**config.mk**
```make
export PLATFORM = sky130hd
export DESIGN_NAME = hilo_muldiv_unit
export DESIGN_NICKNAME = d
export VERILOG_FILES = /design/src/rtl/hilo_muldiv_unit.sv
export SDC_FILE = /design/constraint.sdc
export NUM_CORES = 2
export LEC_CHECK = 0
export BUFFER_PORTS_ARGS = -buffer_cell sky130_fd_sc_hd__buf_4
export CAP_MARGIN = 0
export CORE_ASPECT_RATIO = 1.25
export CORE_MARGIN = 4
export CORE_UTILIZATION = 40
export CTS_BUF_LIST = sky130_fd_sc_hd__clkbuf_4 sky130_fd_sc_hd__clkbuf_8
export DETAILED_ROUTE_END_ITERATION = 10
export PLACE_DENSITY_LB_ADDON = 0.12
export SLEW_MARGIN = 20
export SYNTH_ARGS = -nofsm -noshare
export SYNTH_HDL_FRONTEND = slang
export SYNTH_SLANG_ARGS = --single-unit
```
**constraint.sdc**
```tcl
create_clock -name clk -period 13.9 [get_ports clk]
set_clock_uncertainty 0.1 [all_clocks]
set_input_delay 1.39 -clock clk [delete_from_list [all_inputs] [get_ports clk]]
set_output_delay 1.39 -clock clk [all_outputs]
set_load 0.02 [all_outputs]
```
**src/rtl/hilo_muldiv_unit.sv**
```systemverilog
// Multi-cycle HI/LO multiply/divide engine for the EX stage.
// Single-edge multiply, 32-step radix-2 restoring divide, flush abort and stall request.
module hilo_muldiv_unit #(
  parameter int WIDTH = 32
) (
  input  logic               clk,
  input  logic               rst,
  input  logic               start,
  input  logic [1:0]         op,
  input  logic [WIDTH-1:0]   src_a,
  input  logic [WIDTH-1:0]   src_b,
  input  logic               flush,
  output logic               busy,
  output logic               stall_req,
  output logic               hl_valid,
  output logic [2*WIDTH-1:0] hl_data
);

  localparam int CW = $clog2(WIDTH);

  localparam logic [1:0] IDLE = 2'd0;
  localparam logic [1:0] MUL  = 2'd1;
  localparam logic [1:0] DIV  = 2'd2;
  localparam logic [1:0] DONE = 2'd3;

  logic [1:0]       state;
  logic [CW-1:0]    cnt;
  logic [WIDTH-1:0] a_raw;
  logic [WIDTH-1:0] lo_sr;    // multiplicand magnitude, then quotient shift register
  logic [WIDTH-1:0] b_mag;
  logic [WIDTH-1:0] rem;
  logic             sign_a;
  logic             sign_b;

  logic             signed_op;
  logic [WIDTH-1:0] a_abs;
  logic [WIDTH-1:0] b_abs;
  logic [WIDTH:0]   trial;
  logic             fits;
  logic [WIDTH-1:0] rem_nx;
  logic [WIDTH-1:0] quo_nx;
  logic [2*WIDTH-1:0] prod;
  logic [2*WIDTH-1:0] mul_res;
  logic [2*WIDTH-1:0] div_res;

  always_comb begin
    signed_op = ~op[0];
    a_abs     = (signed_op & src_a[WIDTH-1]) ? -src_a : src_a;
    b_abs     = (signed_op & src_b[WIDTH-1]) ? -src_b : src_b;
  end

  always_comb begin
    trial  = {rem, lo_sr[WIDTH-1]};
    fits   = trial >= {1'b0, b_mag};
    rem_nx = fits ? WIDTH'(trial - {1'b0, b_mag}) : trial[WIDTH-1:0];
    quo_nx = {lo_sr[WIDTH-2:0], fits};
  end

  always_comb begin
    prod    = {{WIDTH{1'b0}}, lo_sr} * {{WIDTH{1'b0}}, b_mag};
    mul_res = (sign_a ^ sign_b) ? -prod : prod;
    // A zero divisor leaves the raw dividend in hi, independent of sign fix-up.
    if (b_mag == '0) begin
      div_res = {a_raw, {WIDTH{1'b1}}};
    end else begin
      div_res[WIDTH-1:0]       = (sign_a ^ sign_b) ? -quo_nx : quo_nx;
      div_res[2*WIDTH-1:WIDTH] = sign_a ? -rem_nx : rem_nx;
    end
  end

  always_ff @(posedge clk or negedge rst) begin
    if (!rst) begin
      state   <= IDLE;
      cnt     <= '0;
      a_raw   <= '0;
      lo_sr   <= '0;
      b_mag   <= '0;
      rem     <= '0;
      sign_a  <= 1'b0;
      sign_b  <= 1'b0;
      hl_data <= '0;
    end else if (flush) begin
      state <= IDLE;
      cnt   <= '0;
    end else begin
      case (state)
        IDLE: begin
          if (start) begin
            a_raw  <= src_a;
            lo_sr  <= a_abs;
            b_mag  <= b_abs;
            sign_a <= signed_op & src_a[WIDTH-1];
            sign_b <= signed_op & src_b[WIDTH-1];
            rem    <= '0;
            cnt    <= '0;
            state  <= op[1] ? DIV : MUL;
          end
        end
        MUL: begin
          hl_data <= mul_res;
          state   <= DONE;
        end
        DIV: begin
          rem   <= rem_nx;
          lo_sr <= quo_nx;
          cnt   <= cnt + CW'(1);
          if (cnt == CW'(WIDTH - 1)) begin
            hl_data <= div_res;
            cnt     <= '0;
            state   <= DONE;
          end
        end
        default: state <= IDLE;
      endcase
    end
  end

  assign busy      = (state != IDLE);
  assign stall_req = busy | (start & ~flush);
  assign hl_valid  = (state == DONE) & ~flush;

endmodule

```
==> reports/metrics.csv <==
metric,value,unit
synth_edf_count,0,
num_rows,144,
dp.final_hpwl,148000,microns
worst_r2r_path_depth,26,
core,0.124,sq mm
syn_inst,5883,
finalMaxSlewViolations,0,
io_pins,137,
wirelength,187000,microns
grtUsageTotal,0.287,
yosysMostFrequentCell,inv_1,
crit_fanout,32,
slew-limit-headroom,0.172,
syn_to_final_growth,6.74,%
start_util,0.405,
hp-class,reg2reg,
numPortBuffers,136,
fp.dieW,325,microns
crit_arrival,10980,ps
run_status,completed,
grt.overflow.total,0,
netlist_area,0.0501,sq mm
period_share,0.758,
yosysTopAreaCell,fa_1,
finalSetupViolations,0,
period_minus_slack,10540,ps
synth-seq-area-share,0.100,
ctsRootBufferMaster,clkbuf_8,
htree_levels,2,
numCtsBuffers,45,
grt_pass1_vias,44407,
insertion_delay,700,ps
synth_common_cells,"inv_1, fa_1, nand2_1",
ys_types,110,
routabilityCongestion,1.01,
netlist_top_cells_area,"fa_1, dfrtp_1, ha_1",
vias,41840,
grt_pass1_wl,286000,microns
max_cap_violations,0,
antenna_found_initial,14,
hold_viol,0,
drc,0,
postCtsHoldBufs,0,
max_slew.worst_pin.slew,1230,ps
die_h,404,microns
wl_per_cell,25.2,microns
max_freq,0.0949,GHz
fin_nets,7063,
ys.flop_type,dfrtp_1,
regToRegSetupSlack,3360,ps
grt_max_degree,86,
hold_path_end,hl_data[4],
holdPathStages,2,
fin_setup_tns,0,ps
yosysWarningCount,0,
startpoint_type,flip-flop,
ctsResizeCount,0,
hold_start,hl_data[4],
vias_per_cell,5.63,
drtAntennaViolNets,0,
cp-end-kind,flip-flop,
crit-reg2reg-launch,b_mag[12],
required,14340,ps
cts_tree,done,
clock_sinks,201,
drtIter0Drc,3132,
ys_seq_elements,201,
critPathKind,reg2reg,
rsz0062_at_grt,false,
dieArea,0.131,sq mm
cts.reportedPaths.clkPinSlew,70,ps
rr_endpoint,hl_data[57],
yosys.area.top_type_share,0.358,
syn_avg_cell_area,8.52,sq um
synth_async_sr_flop_share,1.00,
firstDrtPassIters,6,
drive_above_1_share,0.0727,
synth_nets,7158,
clock_path_buffers,3,
post_cts_buffers,0,
## kinds of logic after synthesis
| family | count (synthesis) | share of synthesized area |
|---|---|---|
| xor+xnor | 215 | 0.0376 |
| compound gates | 930 | 0.119 |
| buf+inv | 1308 | 0.0991 |
| simple gates | 1956 | 0.195 |
| flops | 201 | 0.100 |
| mux | 68 | 0.0145 |
| fa+ha+maj | 1205 | 0.435 |
## sequential cells by signal, summed over array words and instances (netlist names)
signal   count
b_mag       32
sign_a       1
hl_data     64
a_raw       32
sign_b       1
rem         32
cnt          5
state        2
lo_sr       32
## layer usage
layer,global-route usage,up-vias,share of wire
li1,-,18477,-
met5,0,-,0.000070
met1,0.368,21690,0.41
met3,0.0313,330,0.052
met2,0.499,1341,0.49
met4,0.113,2,0.047
## through the flow
stage	utilization	setup slack, ps	cell area, sq um	cells	hold WS [ps]
final	0.432	3360	53500	7431	379
after global routing	0.432	2910	53500	7428	406
after CTS	0.432	3460	53500	7425	387
after detailed placement	0.424	3500	52500	7347	374
after global placement	0.424	3500	52500	7347	363
after floorplan	-	5030	50100	5883	349
## cell type report
cell class | instances | area (sq um)
fillers | 12439 | 70300
multi-input cells | 4374 | 40200
well taps | 1606 | 2010
diodes | 6 | 15.0
repair buffers | 238 | 1790
clock buffers | 57 | 753
inverters | 928 | 3480
clock inverters | 21 | 219
flip-flops and latches | 201 | 5030
## placed cells by master (no fill, tap or decap), types with 33 or more instances in the layout
cell,n
buf_4,237
o21ai_0,271
mux2_2,35
nand4_1,43
ha_1,307
mux2i_1,33
o31ai_1,35
nand3_1,48
dfrtp_1,201
nor4_1,39
xor2_1,83
clkbuf_8,52
fa_1,897
xnor2_1,130
inv_1,925
a21o_1,41
nor3_1,83
and2_1,539
o21ai_1,35
o211ai_1,42
or3_1,33
nor2_1,269
nand2_1,755
a21oi_1,230
## worst max-delay path by stage
| stage | from | end | cells past startpoint |
|---|---|---|---|
| after floorplan | lo_sr[21] | hl_data[54] | 25 |
| after global placement | b_mag[15] | hl_data[57] | 26 |
| after detailed placement | b_mag[15] | hl_data[57] | 26 |
| after CTS | b_mag[15] | hl_data[57] | 26 |
| after global routing | b_mag[15] | hl_data[57] | 26 |
| final | b_mag[12] | hl_data[57] | 26 |
## worst max-delay path, stage by stage (launching register included)
cell and delay [ps]:
dfrtp_1 320, buf_4 440, inv_1 550, nor2_1 290
fa_1 460, fa_1 490, inv_1 50, fa_1 500
fa_1 510, inv_1 50, fa_1 620, fa_1 490
fa_1 530, fa_1 430, ha_1 450, nand4_1 260
nor3_1 760, nand2_1 120, a31oi_1 190, a311o_1 260
o221ai_2 160, or4b_4 560, nor4_1 630, nand4_2 430
o21ai_1 280, xor2_1 100, a221o_1 350
Power is not shown: default switching activity piles up to over one toggle a cycle in this logic, so the estimate is an artifact.
